## src/rtl/zicsr_pkg.sv

```systemverilog
// Shared definitions for the Zicsr access controller.
// Contents: funct3 encodings, CSR address constants, FSM state encoding,
// grant bit positions and the read-only CSR address test.
package zicsr_pkg;

  localparam logic [2:0] CSRRW  = 3'b001;
  localparam logic [2:0] CSRRS  = 3'b010;
  localparam logic [2:0] CSRRC  = 3'b011;
  localparam logic [2:0] CSRRWI = 3'b101;
  localparam logic [2:0] CSRRSI = 3'b110;
  localparam logic [2:0] CSRRCI = 3'b111;

  localparam logic [11:0] MSCRATCH = 12'h340;

  // Bit positions inside the one-hot grant vector.
  localparam int GNT_CPU = 0;
  localparam int GNT_CFG = 1;

  typedef enum logic [1:0] {
    ST_IDLE  = 2'd0,
    ST_READ  = 2'd1,
    ST_WRITE = 2'd2,
    ST_RESP  = 2'd3
  } state_t;

  // CSR addresses with the top two bits set are read-only.
  function automatic logic csr_is_ro(input logic [11:0] addr);
    return addr[11:10] == 2'b11;
  endfunction

endpackage

```

## src/rtl/zicsr_if.sv

```systemverilog
// Bundle of the CPU request port, the NoC config port and the CSR register
// file port around zicsr_ctrl.
//   master : requester/register-file side (drives requests and csr_rdata)
//   slave  : controller side (drives acks, read data and the file strobes)
interface zicsr_if #(
  parameter int ADDR_W = 12,
  parameter int DATA_W = 32
);
  logic              cpu_req;
  logic [2:0]        cpu_op;
  logic [ADDR_W-1:0] cpu_addr;
  logic [DATA_W-1:0] cpu_src;
  logic              cpu_src_x0;
  logic              cpu_ack;
  logic [DATA_W-1:0] cpu_rdata;
  logic              cpu_illegal;

  logic              cfg_req;
  logic              cfg_we;
  logic [ADDR_W-1:0] cfg_addr;
  logic [DATA_W-1:0] cfg_wdata;
  logic              cfg_ack;
  logic [DATA_W-1:0] cfg_rdata;

  logic [ADDR_W-1:0] csr_index;
  logic              csr_read_en;
  logic [DATA_W-1:0] csr_rdata;
  logic              csr_write_en;
  logic [DATA_W-1:0] csr_wdata;

  modport master (
    output cpu_req, cpu_op, cpu_addr, cpu_src, cpu_src_x0,
    output cfg_req, cfg_we, cfg_addr, cfg_wdata,
    output csr_rdata,
    input  cpu_ack, cpu_rdata, cpu_illegal,
    input  cfg_ack, cfg_rdata,
    input  csr_index, csr_read_en, csr_write_en, csr_wdata
  );

  modport slave (
    input  cpu_req, cpu_op, cpu_addr, cpu_src, cpu_src_x0,
    input  cfg_req, cfg_we, cfg_addr, cfg_wdata,
    input  csr_rdata,
    output cpu_ack, cpu_rdata, cpu_illegal,
    output cfg_ack, cfg_rdata,
    output csr_index, csr_read_en, csr_write_en, csr_wdata
  );
endinterface

```

## src/rtl/zicsr_rr_arb.sv

```systemverilog
// Two-way arbiter between the CPU and the config port.
// Ports: clk, reset (async active-low), en (controller idle), cpu_req,
// cfg_req, grant (one-hot, bit GNT_CPU / GNT_CFG).
// CFG_PRIORITY=0 alternates on ties; CFG_PRIORITY=1 lets cfg win every tie.
module zicsr_rr_arb
  import zicsr_pkg::*;
#(
  parameter int CFG_PRIORITY = 0
) (
  input  logic       clk,
  input  logic       reset,
  input  logic       en,
  input  logic       cpu_req,
  input  logic       cfg_req,
  output logic [1:0] grant
);

  logic last_cfg;

  always_comb begin
    grant = '0;
    if (en) begin
      if (cpu_req && cfg_req) begin
        if (CFG_PRIORITY != 0 || !last_cfg) grant[GNT_CFG] = 1'b1;
        else                                grant[GNT_CPU] = 1'b1;
      end else if (cpu_req) begin
        grant[GNT_CPU] = 1'b1;
      end else if (cfg_req) begin
        grant[GNT_CFG] = 1'b1;
      end
    end
  end

  // Reset to "cfg served last" so the CPU takes the first tie.
  always_ff @(posedge clk or negedge reset) begin
    if (!reset)          last_cfg <= 1'b1;
    else if (grant != 0) last_cfg <= grant[GNT_CFG];
  end

endmodule

```

## src/rtl/zicsr_ctrl.sv

```systemverilog
// Sequencer for every machine CSR access: arbitrates CPU Zicsr instructions
// against NoC config reads/writes and performs the read-modify-write over
// the register file's single read/write port.
// Ports: clk, reset (async active-low), bus (zicsr_if slave: CPU port,
// config port, register-file port), busy (FSM not idle).
//
// state    | meaning
// ST_IDLE  | waiting; arbitrates and latches the granted request
// ST_READ  | csr_read_en, captures old value
// ST_WRITE | csr_write_en with the merged value
// ST_RESP  | one-cycle ack to the granted requester
module zicsr_ctrl
  import zicsr_pkg::*;
#(
  parameter int ADDR_W       = 12,
  parameter int DATA_W       = 32,
  parameter int CFG_PRIORITY = 0
) (
  input  logic   clk,
  input  logic   reset,
  zicsr_if.slave bus,
  output logic   busy
);

  state_t            state, state_nxt;
  logic [1:0]        grant;
  logic              idle;
  logic              cpu_wants_write, cpu_illegal_c;

  logic              is_cfg_q, need_write_q, illegal_q;
  logic [1:0]        op_q;
  logic [ADDR_W-1:0] addr_q;
  logic [DATA_W-1:0] src_q, old_val;
  logic [DATA_W-1:0] wdata_c;

  assign idle = (state == ST_IDLE);
  assign busy = !idle;

  zicsr_rr_arb #(.CFG_PRIORITY(CFG_PRIORITY)) u_arb (
    .clk     (clk),
    .reset   (reset),
    .en      (idle),
    .cpu_req (bus.cpu_req),
    .cfg_req (bus.cfg_req),
    .grant   (grant)
  );

  // RW/RWI always write; set/clear forms write unless the source is x0/zimm 0.
  assign cpu_wants_write = (bus.cpu_op[1:0] == 2'b01) || !bus.cpu_src_x0;
  assign cpu_illegal_c   = (bus.cpu_op == 3'b000) || (bus.cpu_op == 3'b100) ||
                           (cpu_wants_write && csr_is_ro(bus.cpu_addr));

  always_ff @(posedge clk or negedge reset) begin
    if (!reset) state <= ST_IDLE;
    else        state <= state_nxt;
  end

  always_ff @(posedge clk or negedge reset) begin
    if (!reset) begin
      is_cfg_q     <= 1'b0;
      need_write_q <= 1'b0;
      illegal_q    <= 1'b0;
      op_q         <= '0;
      addr_q       <= '0;
      src_q        <= '0;
      old_val      <= '0;
    end else begin
      if (idle && grant[GNT_CFG]) begin
        is_cfg_q     <= 1'b1;
        op_q         <= 2'b01;            // config writes store wdata as-is
        addr_q       <= bus.cfg_addr;
        src_q        <= bus.cfg_wdata;
        need_write_q <= bus.cfg_we && !csr_is_ro(bus.cfg_addr);
        illegal_q    <= 1'b0;
        old_val      <= '0;
      end else if (idle && grant[GNT_CPU]) begin
        is_cfg_q     <= 1'b0;
        op_q         <= bus.cpu_op[1:0];
        addr_q       <= bus.cpu_addr;
        src_q        <= bus.cpu_src;
        need_write_q <= cpu_wants_write && !cpu_illegal_c;
        illegal_q    <= cpu_illegal_c;
        old_val      <= '0;               // illegal accesses return zero
      end
      if (state == ST_READ) old_val <= bus.csr_rdata;
    end
  end

  always_comb begin
    case (op_q)
      2'b10:   wdata_c = old_val | src_q;
      2'b11:   wdata_c = old_val & ~src_q;
      default: wdata_c = src_q;
    endcase
  end

  always_comb begin
    state_nxt        = state;
    bus.csr_index    = '0;
    bus.csr_read_en  = 1'b0;
    bus.csr_write_en = 1'b0;
    bus.csr_wdata    = '0;
    bus.cpu_ack      = 1'b0;
    bus.cpu_rdata    = '0;
    bus.cpu_illegal  = 1'b0;
    bus.cfg_ack      = 1'b0;
    bus.cfg_rdata    = '0;
    case (state)
      ST_IDLE: begin
        if (grant[GNT_CFG])      state_nxt = ST_READ;
        else if (grant[GNT_CPU]) state_nxt = cpu_illegal_c ? ST_RESP : ST_READ;
      end
      ST_READ: begin
        bus.csr_index   = addr_q;
        bus.csr_read_en = 1'b1;
        state_nxt       = need_write_q ? ST_WRITE : ST_RESP;
      end
      ST_WRITE: begin
        bus.csr_index    = addr_q;
        bus.csr_write_en = 1'b1;
        bus.csr_wdata    = wdata_c;
        state_nxt        = ST_RESP;
      end
      ST_RESP: begin
        if (is_cfg_q) begin
          bus.cfg_ack   = 1'b1;
          bus.cfg_rdata = old_val;
        end else begin
          bus.cpu_ack     = 1'b1;
          bus.cpu_rdata   = old_val;
          bus.cpu_illegal = illegal_q;
        end
        state_nxt = ST_IDLE;
      end
      default: state_nxt = ST_IDLE;
    endcase
  end

endmodule

```

## src/flat_wrapper.sv

```systemverilog
// flat-port wrapper written by rule: the top's interface ports become plain ports
module zicsr_ctrl_flat import zicsr_pkg::*;
#(
  parameter int ADDR_W       = 12,
  parameter int DATA_W       = 32,
  parameter int CFG_PRIORITY = 0
)
  (clk, reset, busy, bus_cpu_req, bus_cpu_op, bus_cpu_addr, bus_cpu_src, bus_cpu_src_x0, bus_cfg_req, bus_cfg_we, bus_cfg_addr, bus_cfg_wdata, bus_csr_rdata, bus_cpu_ack, bus_cpu_rdata, bus_cpu_illegal, bus_cfg_ack, bus_cfg_rdata, bus_csr_index, bus_csr_read_en, bus_csr_write_en, bus_csr_wdata);
  zicsr_if #(.ADDR_W(ADDR_W), .DATA_W(DATA_W)) bus_i ();
  input  logic clk;
  input  logic reset;
  output logic busy;
  input wire logic [$bits(bus_i.cpu_req)-1:0] bus_cpu_req;
  input wire logic [$bits(bus_i.cpu_op)-1:0] bus_cpu_op;
  input wire logic [$bits(bus_i.cpu_addr)-1:0] bus_cpu_addr;
  input wire logic [$bits(bus_i.cpu_src)-1:0] bus_cpu_src;
  input wire logic [$bits(bus_i.cpu_src_x0)-1:0] bus_cpu_src_x0;
  input wire logic [$bits(bus_i.cfg_req)-1:0] bus_cfg_req;
  input wire logic [$bits(bus_i.cfg_we)-1:0] bus_cfg_we;
  input wire logic [$bits(bus_i.cfg_addr)-1:0] bus_cfg_addr;
  input wire logic [$bits(bus_i.cfg_wdata)-1:0] bus_cfg_wdata;
  input wire logic [$bits(bus_i.csr_rdata)-1:0] bus_csr_rdata;
  output wire logic [$bits(bus_i.cpu_ack)-1:0] bus_cpu_ack;
  output wire logic [$bits(bus_i.cpu_rdata)-1:0] bus_cpu_rdata;
  output wire logic [$bits(bus_i.cpu_illegal)-1:0] bus_cpu_illegal;
  output wire logic [$bits(bus_i.cfg_ack)-1:0] bus_cfg_ack;
  output wire logic [$bits(bus_i.cfg_rdata)-1:0] bus_cfg_rdata;
  output wire logic [$bits(bus_i.csr_index)-1:0] bus_csr_index;
  output wire logic [$bits(bus_i.csr_read_en)-1:0] bus_csr_read_en;
  output wire logic [$bits(bus_i.csr_write_en)-1:0] bus_csr_write_en;
  output wire logic [$bits(bus_i.csr_wdata)-1:0] bus_csr_wdata;
  assign bus_i.cpu_req = bus_cpu_req;
  assign bus_i.cpu_op = bus_cpu_op;
  assign bus_i.cpu_addr = bus_cpu_addr;
  assign bus_i.cpu_src = bus_cpu_src;
  assign bus_i.cpu_src_x0 = bus_cpu_src_x0;
  assign bus_i.cfg_req = bus_cfg_req;
  assign bus_i.cfg_we = bus_cfg_we;
  assign bus_i.cfg_addr = bus_cfg_addr;
  assign bus_i.cfg_wdata = bus_cfg_wdata;
  assign bus_i.csr_rdata = bus_csr_rdata;
  assign bus_cpu_ack = bus_i.cpu_ack;
  assign bus_cpu_rdata = bus_i.cpu_rdata;
  assign bus_cpu_illegal = bus_i.cpu_illegal;
  assign bus_cfg_ack = bus_i.cfg_ack;
  assign bus_cfg_rdata = bus_i.cfg_rdata;
  assign bus_csr_index = bus_i.csr_index;
  assign bus_csr_read_en = bus_i.csr_read_en;
  assign bus_csr_write_en = bus_i.csr_write_en;
  assign bus_csr_wdata = bus_i.csr_wdata;
  zicsr_ctrl #(.ADDR_W(ADDR_W), .DATA_W(DATA_W), .CFG_PRIORITY(CFG_PRIORITY)) u_core (.clk(clk), .reset(reset), .bus(bus_i), .busy(busy));
endmodule
```

## config.mk

```make
export PLATFORM = sky130hd
export DESIGN_NAME = zicsr_ctrl_flat
export DESIGN_NICKNAME = d
export VERILOG_FILES = /design/src/rtl/zicsr_pkg.sv /design/src/rtl/zicsr_if.sv /design/src/rtl/zicsr_rr_arb.sv /design/src/rtl/zicsr_ctrl.sv /design/src/flat_wrapper.sv
export SDC_FILE = /design/constraint.sdc
export NUM_CORES = 1
export LEC_CHECK = 0
export CAP_MARGIN = 20
export CORE_MARGIN = 2
export CORE_UTILIZATION = 40
export CTS_CLUSTER_DIAMETER = 30
export CTS_CLUSTER_SIZE = 24
export DETAILED_ROUTE_END_ITERATION = 7
export GPL_TIMING_DRIVEN = 0
export MAX_ROUTING_LAYER = met4
export PLACE_DENSITY = 0.86
export SYNTH_ARGS = -nofsm -noshare
export SYNTH_HDL_FRONTEND = slang
export SYNTH_HIERARCHICAL = 1
export SYNTH_SLANG_ARGS = --single-unit
```

## constraint.sdc

```tcl
create_clock -name clk -period 4.8 [get_ports clk]
set_clock_uncertainty 0.05 [all_clocks]
set_input_delay 0.48 -clock clk [delete_from_list [all_inputs] [get_ports clk]]
set_output_delay 0.48 -clock clk [all_outputs]
set_load 0.01 [all_outputs]
```

### After elaboration in Yosys (flattened, before gate mapping)

Index checks and enable logic that the tools add are counted.

| word-level totals | value |
|---|---|
| output and inout bits | 114 |
| flip-flop bits (word level) | 84 |
| word-level logic and storage cells | 83 |
| input bits | 129 |

| operators by class | value |
|---|---|
| bitwise logic cells | 3 |
| equality and inequality tests | 10 |
| muxes and demuxes | 42 |
| reduce and logical (&&, ||, !) cells | 19 |

Operators by type and width:

| operator | count |
|---|---|
| 32-bit two-way mux | 10 |
| 32-bit one-hot mux with 2 select lines | 1 |
| 12-bit two-way mux | 3 |
| 32-bit AND | 1 |
| 32-bit inverter | 1 |
| 32-bit bitwise OR | 1 |
| 1-bit two-way mux | 20 |
| 2-bit two-way mux | 7 |
| 2-bit == test (second input constant) | 6 |
| 2-bit one-hot mux with 4 select lines | 1 |
| 1-bit logical AND | 6 |
| 2-bit by 1-bit == test with 1-bit output (second input constant) | 2 |
| 1-bit zero test | 4 |
| 2-bit nonzero test | 2 |
| 3-bit == test (second input constant) | 1 |
| 3-bit zero test | 1 |
| 1-bit logical OR | 3 |
| 3-bit by 1-bit != test with 1-bit output (second input constant) | 1 |
| 3-bit nonzero test | 1 |
| 2-bit zero test | 1 |
| 2-bit OR reduction | 1 |

### Longest topological paths before layout

Gate-level depths: netlist of run 1.

| logic depth | value |
|---|---|
| depth in word-level cells | 8 |
| depth in mapped cells | 10 |
| depth with buffers taken out | 7 |

### By module

Netlist of run 1, hierarchy kept.

By module, submodules not included:

| module | times used | area each (um2) | cells each |
|---|---|---|---|
| zicsr_ctrl | 1 | 5,116.2 | 623 |
| zicsr_rr_arb | 1 | 62.6 | 8 |

### Least setup slack after synthesis of run 1

Ideal clock, no wire load.

| timing | value |
|---|---|
| path kind | register -> register |
| start | register u_core.state[0] |
| end | register u_core.addr_q[5] |
| buffers on the path | 2 |
| period minus slack after synthesis | 1.891 ns |
| cell stages (with the launch flop) | 10 |
| library setup time | 0.125 ns |
| path slack | 2.909 ns |
| arrival time | 1.716 ns |
| cells stage by stage | dfrtp_1 inv_1 ha_1 nand2_1 a21oi_1 buf_6 buf_8 and3b_1 a21oi_1 o21ai_1 |

| between the ends | value |
|---|---|
| word-level cells in the longest chain between the ends | 4 |
| elaborated cells between the ends (all ways) | 6 |
| those cells by class | mux (2); reduce/logical (4) |

Ends and longest elaborated chain:

| element | RTL line | source |
|---|---|---|
| start, declared | zicsr_ctrl.sv:25 | `state_t state, state_nxt;` |
| start signal, assigned | zicsr_ctrl.sv:55 | `else state <= state_nxt;` |
| 2-bit zero test * | zicsr_ctrl.sv:36 | `assign idle = (state == ST_IDLE);` |
| net u_core.idle | zicsr_ctrl.sv:27 | `logic idle;` |
| 2-bit two-way mux * | zicsr_rr_arb.sv:22 | `if (en) begin` |
| net u_core.grant[1] | zicsr_ctrl.sv:26 | `logic [1:0] grant;` |
| 1-bit logical AND * | zicsr_ctrl.sv:68 | `if (idle && grant[GNT_CFG]) begin` |
| 12-bit two-way mux / 2-bit nonzero test (equally long branches) | n/a |  |
| end signal, assigned | zicsr_ctrl.sv:71 | `addr_q <= bus.cfg_addr;` |
| end signal, assigned | zicsr_ctrl.sv:79 | `addr_q <= bus.cpu_addr;` |
| end, declared | zicsr_ctrl.sv:32 | `logic [ADDR_W-1:0] addr_q;` |

Mark *: on every way through the listed nets, which the timed path passes. The rest lies on a longest branch.
A chain may end at the register's enable or synchronous reset.

### Worst setup path in the final report of run 1

| timing | value |
|---|---|
| start | register u_core.state[0] |
| end | output port bus_csr_wdata[15] |

| between the ends | value |
|---|---|
| word-level cells in the longest chain between the ends | 2 |

Ends and longest elaborated chain:

| element | RTL line | source |
|---|---|---|
| 2-bit == test | zicsr_ctrl.sv:108 | `case (state)` |
| 32-bit two-way mux | zicsr_ctrl.sv:108 |  |
| end, declared | flat_wrapper.sv:31 | `output wire logic [$bits(bus_i.csr_wdata)-1:0] bus_csr_wdata;` |

No other way between the ends.

==> results of run 1 <==
layout by cell type, fill, tap and decap left out, types with 3 or more instances in the layout:
cell             synthesis  routed
clkdlybuf4s50_1          0     240
nand2_1                151     151
dfrtp_1                 83      83
o21ai_1                 50      50
and2_1                  46      46
a21oi_1                 43      43
and3b_1                 39      39
and3_1                  33      33
nand3b_1                33      33
a21boi_0                32      32
o21ai_0                 32      32
clkbuf_1                29      31
buf_2                   13      13
clkbuf_16                0       9
buf_6                    8       8
buf_4                    5       6
inv_1                    6       6
ha_1                     4       4
a31oi_1                  3       3
a22oi_1                  3       3
registers in the layout (all words and copies together) (netlist names):
| name | flops |
|---|---|
| u_core/addr_q | 12 |
| u_core/is_cfg_q | 1 |
| u_core/illegal_q | 1 |
| u_core/src_q | 32 |
| u_core/state | 2 |
| u_core/old_val | 32 |
| u_core/u_arb/last_cfg | 1 |
| u_core/need_write_q | 1 |
| u_core/op_q | 2 |
cell families after synthesis:
family	Yosys count	share of synthesized area [%]
compound gates	169	18.7
buf+inv	62	6.55
fa+ha+maj	4	0.966
flops	84	40.6
simple gates	312	33.2
metal layers:
layer  up-vias  global-route usage (%)  wire length, microns  part of all wire [%]
li1       2648                       -                     -                     -
met1      2618                    35.2                  8060                    43
met2       239                    46.9                  9140                    49
met3        26                    4.80                  1230                   6.5
met4         0                    9.34                   403                   2.1
met5         -                       -                     0                     0
report_power, final:
part / internal, mW / switching (mW) / total, mW
Clock: 0.375 / 0.270 / 0.644
Combinational: 1.08 / 1.27 / 2.34
Sequential: 1.04 / 0.273 / 1.32
Total: 2.50 / 1.81 / 4.30
layout make-up:
class / count / area (sq um)
multi-input cells: 485 / 2740
plain buffers: 56 / 317
clock inverters: 2 / 10.0
fillers: 1128 / 4520
flip-flops and latches: 84 / 2100
repair buffers: 242 / 2440
inverters: 6 / 22.5
clock buffers: 13 / 260
well taps: 172 / 215
metrics by stage:
step	util (%)	hold WS (ns)	instance area, sq um	setup slack [ns]
5_1_grt	64.2	0.124	8100	1.53
3_5_place_dp	62.1	0.415	7830	2.02
2_1_floorplan	-	0.134	5180	2.91
6_report	64.2	0.0837	8100	1.70
3_3_place_gp	61.9	0.402	7810	0.109
4_1_cts	64.2	0.106	8100	1.66
critical path, delay by kind of cell, from the launching register on:
family	cells	cell delay [ns]
compound gates	1	0.32
fa+ha+maj	1	0.42
buf+inv	3	1.10
flops	1	0.40
worst max-delay path by stage:
stage | startpoint | to | cells after the start
after floorplan | u_core/state[0] | u_core/addr_q[5] | 9
after global placement | reset | u_core/src_q[29] | 1
after detailed placement | u_core/state[1] | bus_cpu_rdata[19] | 5
after CTS | u_core/state[1] | bus_cpu_rdata[19] | 5
after global routing | u_core/state[1] | bus_cpu_rdata[12] | 5
final | u_core/state[0] | bus_csr_wdata[15] | 5
==> metrics, run 1 <==
Post-CTS Setup Inserts=0; asr flop ratio synth=between 90% and 100%; Hold Crit Class=in2async; Port Buffers=~240; Leak=between 3 and 4 nW; HPWL reported at the end of detailed placement=~14000 microns; Die X=between 100 and 150 microns; worst vdd ir=0.250 mV; Crit Path Max Fanout=10; Largest stage delay, worst path=between 0.5 and 0.6 ns; CTS hold repair buffers=0; GR Overflow Total=0; RSZ-0062 raised after global routing=no; Yosys top cell area share=40.1%; Num CTS Buffers=9; Yosys top cell by area=dfrtp_1; nets=around 1000; Layout Area Growth over Synthesis=56.4%; mean post-synth cell area=8.21 sq um; synth cell count leaders=nand2_1 (151), dfrtp_1 (83), o21ai_1 (50); vias in the first global route=about 5600; reg2reg setup slack=~2.3 ns; vias per inst=approximately 5.2; Max-Cap Viols=0; Worst EP required=roughly 4.3 ns; CTS Sinks=84; FF-to-FF End=u_core/src_q[12]; critical path data arrival time=~2.6 ns; max frequency=around 0.32 GHz; Cell Area, Synth=5180 sq um; Worst-path clk slew=0.06 ns; Hold Vio Cnt, Final=0; CTS Buffer Depth=2; Worst path slowest cell=clkdlybuf4s50_1; Core Box Area=roughly 13000 sq um; initial core utilization=about 40%; placed cells=about 1000; Final Setup Violations=0; first-pass detailed-route iteration total=5; total number of vias=roughly 5500; min Tclk post-route=3.10 ns; final total power=approximately 4.3 mW; final WL=around 19000 microns; Worst Setup Path Type=reg2out; setup TNS=0 ns; first-pass GRT wire length=29900 microns; worst skew pair latency=0.33 ns; crit share post-route=64.5%; chip height=118 microns; r2r startpoint=u_core/state[0]; post-synthesis sequential area ratio=40.6%; Avg WL per Cell=~18 microns; CTS root buf=clkbuf_16; initial antenna violation count=0; count leader, synth=nand2_1; total track usage=between 20% and 30%; routability cong.=~0.82; Post-Syn Nets=764; CTS tree=yes; drt initial violations=346; Post-Layout Cell Count=1060; R2R depth=8; Slew @ Worst Pin=around 0.6 ns; antenna-violating nets left=0; pin count of the biggest net entering global routing=between 40 and 50; ys flop type=dfrtp_1; status=finished clean; Synth cell types=32; Max-Slew Margin vs Limit=59.9%; Max Slew Vio Count=0; Post-Syn Instances=roughly 630; pwr/cell area=between 500 and 600 nW/um^2; ratio of cells with drive above 1 in the final layout=approximately 5.4%; synth warn=6; diode count=0; crit end category=primary output; Post-synth EDFFs=0; DRC Markers=0; row count=a little over 40; I/O pins=approximately 240; top post-synthesis cells by area=dfrtp_1 (40%), nand2_1 (11%), and3b_1 (6.6%); critical path cell sequence=inv_1 -> ha_1 -> clkbuf_1 -> a21boi_0 -> clkdlybuf4s50_1; Die ar.=about 14000 sq um; crit start category=flip-flop; H-tree depth reported by CTS=3; post-CTS sizing=0; Yosys reg bits=between 80 and 90
Note: power is estimated with default switching activity, not from simulation.
==> inputs of run 2 (changes only) <==
--- a/config.mk
+++ b/config.mk
@@ -7,7 +7,7 @@
 export LEC_CHECK = 0
 export CAP_MARGIN = 20
 export CORE_MARGIN = 2
-export CORE_UTILIZATION = 40
+export CORE_UTILIZATION = 38
 export CTS_CLUSTER_DIAMETER = 30
 export CTS_CLUSTER_SIZE = 24
 export DETAILED_ROUTE_END_ITERATION = 7
==> constraint.sdc (replaced) <==
create_clock -name clk -period 2.55 [get_ports clk]
set_clock_uncertainty 0.05 [all_clocks]
set_input_delay 0.255 -clock clk [delete_from_list [all_inputs] [get_ports clk]]
set_output_delay 0.255 -clock clk [all_outputs]
set_load 0.01 [all_outputs]
==> metrics, run 2 (synthesis results as in run 1) <==
Largest stage delay, worst path=0.55 ns (-0.04 ns); H-tree depth reported by CTS=3 (unchanged); Crit Path Max Fanout=10 (unchanged); routability cong.=0.838 (+2.6%); CTS Buffer Depth=2 (unchanged); worst vdd ir=0.691 mV (+180%); first-pass detailed-route iteration total=5 (unchanged); final WL=19400 microns (+3.2%); setup TNS=0 ns (unchanged); FF+latch area=2110 sq um (+0.18%); Largest regs=u_core/old_val: 32 flops, u_core/src_q: 32 flops, u_core/addr_q: 12 flops; final total power=8.45 mW (+96%); critical path data arrival time=2.15 ns (-0.42 ns); diode count=0 (unchanged); chip height=121 microns (+2.5%); Die X=121 microns (+2.5%); status=finished clean; worst skew pair latency=0.35 ns (+0.02 ns); met3 global-route usage=4.72% (-0.080 points); CTS Sinks=84 (unchanged); GR met2 Demand/Resource=47.4% (+0.44 points); final-layout fill cell count=1166 (+3.4%); crit end category=primary output; min Tclk post-route=~2.5 ns; row count=42 (+2.4%); total number of vias=5519 (-0.22%); DRC Markers=0 (unchanged); HPWL reported at the end of detailed placement=14400 microns (+0.91%); Slew @ Worst Pin=0.601 ns (-0.000303 ns); kind of cell adding the most delay to the critical path=buffers and inverters; I/O pins=243 (unchanged); Max-Cap Viols=0 (unchanged); Core Box Area=13300 sq um (+5.4%); vias per inst=5.18 (-0.78%); pwr/cell area=1020 nW/um^2 (+92%); total track usage=27.8% (-0.52 points); crit start category=flip-flop; post-placement cell area=7830 sq um (about the same); pin count of the biggest net entering global routing=44 (-2.2%); vias in the first global route=5676 (+1.9%); Max Slew Vio Count=0 (unchanged); Final Setup Violations=0 (unchanged); Avg WL per Cell=18.2 microns (+2.6%); most frequent cells in the layout=clkdlybuf4s50_1 (226), nand2_1 (150), dfrtp_1 (80); critical path cell sequence=ha_4 -> and2b_4 -> clkbuf_2 -> and2_1 -> clkdlybuf4s50_1; Worst-path clk slew=0.06 ns (about the same); Port Buffers=241 (unchanged); nets=1018 (+0.098%); initial core utilization=39.0% (-2.1 points); multi-input logic area=2770 sq um (+1.4%); Finished Cell Area=8270 sq um (+2.1%); GR Layer Usage met1=33.5% (-1.7 points); initial antenna violation count=0 (unchanged); Worst Setup Path Type=reg2out; max frequency=approximately 0.41 GHz; Worst path slowest cell=clkdlybuf4s50_1; first-pass GRT wire length=30000 microns (+0.37%); Hold Crit Class=in2async; Max-Slew Margin vs Limit=59.9% (about the same); GRT busiest layer=met2; CTS root buf=clkbuf_16; Num CTS Buffers=9 (unchanged); Layout Area Growth over Synthesis=59.7%; Hold Vio Cnt, Final=0 (unchanged); CTS tree=yes; Worst EP required=2.25 ns (-2.02 ns); antenna-violating nets left=0 (unchanged); drt initial violations=328 (-5.2%); WP buf/inv=2 (-1); commonest non-fill, non-tap cell in the layout=clkdlybuf4s50_1; ratio of cells with drive above 1 in the final layout=7.98% (+2.6 points); Leak=3.82 nW (+8.7%); Die ar.=14600 sq um (+5.1%); crit share post-route=a little over nine tenths; GR Overflow Total=0 (unchanged)
## run 2: cell count changes in the layout (fill, tap and decap cells not counted), sizes merged
| cell | previous run | this run |
|---|---|---|
| clkdlybuf4s50 | 240 | 226 |
| dlymetal6s2s | 0 | 14 |
| bufinv | 0 | 2 |
| buf | 29 | 28 |
| clkinv | 2 | 1 |
| clkinvlp | 0 | 1 |
| dlygate4sd3 | 0 | 1 |
## run 2: metrics by stage
stage / hold slack, ns / std cells / worst slack (ns) / utilization, %
6_report: 0.394 / 1066 / 0.0995 / 62.2
2_1_floorplan: -0.0906 / 631 / 0.659 / -
4_1_cts: 0.391 / 1064 / -0.0938 / 61.5
5_1_grt: 0.418 / 1066 / -0.00833 / 62.2
3_5_place_dp: 0.243 / 1049 / -0.120 / 58.9
3_3_place_gp: 0.403 / 1048 / -1.93 / 58.8
## run 2: worst paths after layout
path | from | endpoint | slack (ns) | cells after the start
worst min register to register | u_core/addr_q[6] | u_core/addr_q[6] | 0.43 | 2
min in group clk | bus_csr_rdata[5] | u_core/old_val[5] | 0.40 | 3
worst max-delay path | u_core/state[1] | bus_cpu_rdata[5] | 0.1 | 5
max in group asynchronous | reset | u_core/u_arb/last_cfg | 1.37 | 3
worst max register to register | u_core/state[1] | u_core/src_q[12] | 0.23 | 8
worst min-delay path | reset | u_core/addr_q[5] | 0.39 | 2
## run 2: worst register-to-register path, cell delays in order, from the launching register on
cell and delay, ns:
dfrtp_2 0.46, inv_1 0.11, ha_1 0.22, nand2_1 0.11
a21oi_2 0.33, clkbuf_2 0.33, and3b_1 0.21, a21oi_1 0.26
o21ai_0 0.12
## run 2: power by group
part           switching [mW]  total, mW  internal, mW
Combinational            2.42       4.51          2.09
Clock                   0.543       1.43         0.884
Sequential              0.540       2.51          1.97
## run 2: layout make-up
class | instances | share of cell area, %
Tap cell | 176 | 2.66
Multi-Input combinational cell | 485 | 33.5
Buffer | 54 | 4.08
Sequential cell | 84 | 25.5
Clock inverter | 4 | 0.877
Inverter | 6 | 0.272
Clock buffer | 12 | 2.98
Timing Repair Buffer | 245 | 30.1
## run 2: per-layer routing
layer,up-vias,wire length (microns)
li1,2660,-
met1,2608,8080
met2,226,9710
met3,25,1290
met4,0,358
met5,-,0
## run 2: repair_timing
action	CTS	global route
resized for setup	15	36
hold buffers	1	0
endpoints found under the setup margin	101	82
endpoints found under the hold margin	42	0
pin swaps	0	0
setup buffers	0	2
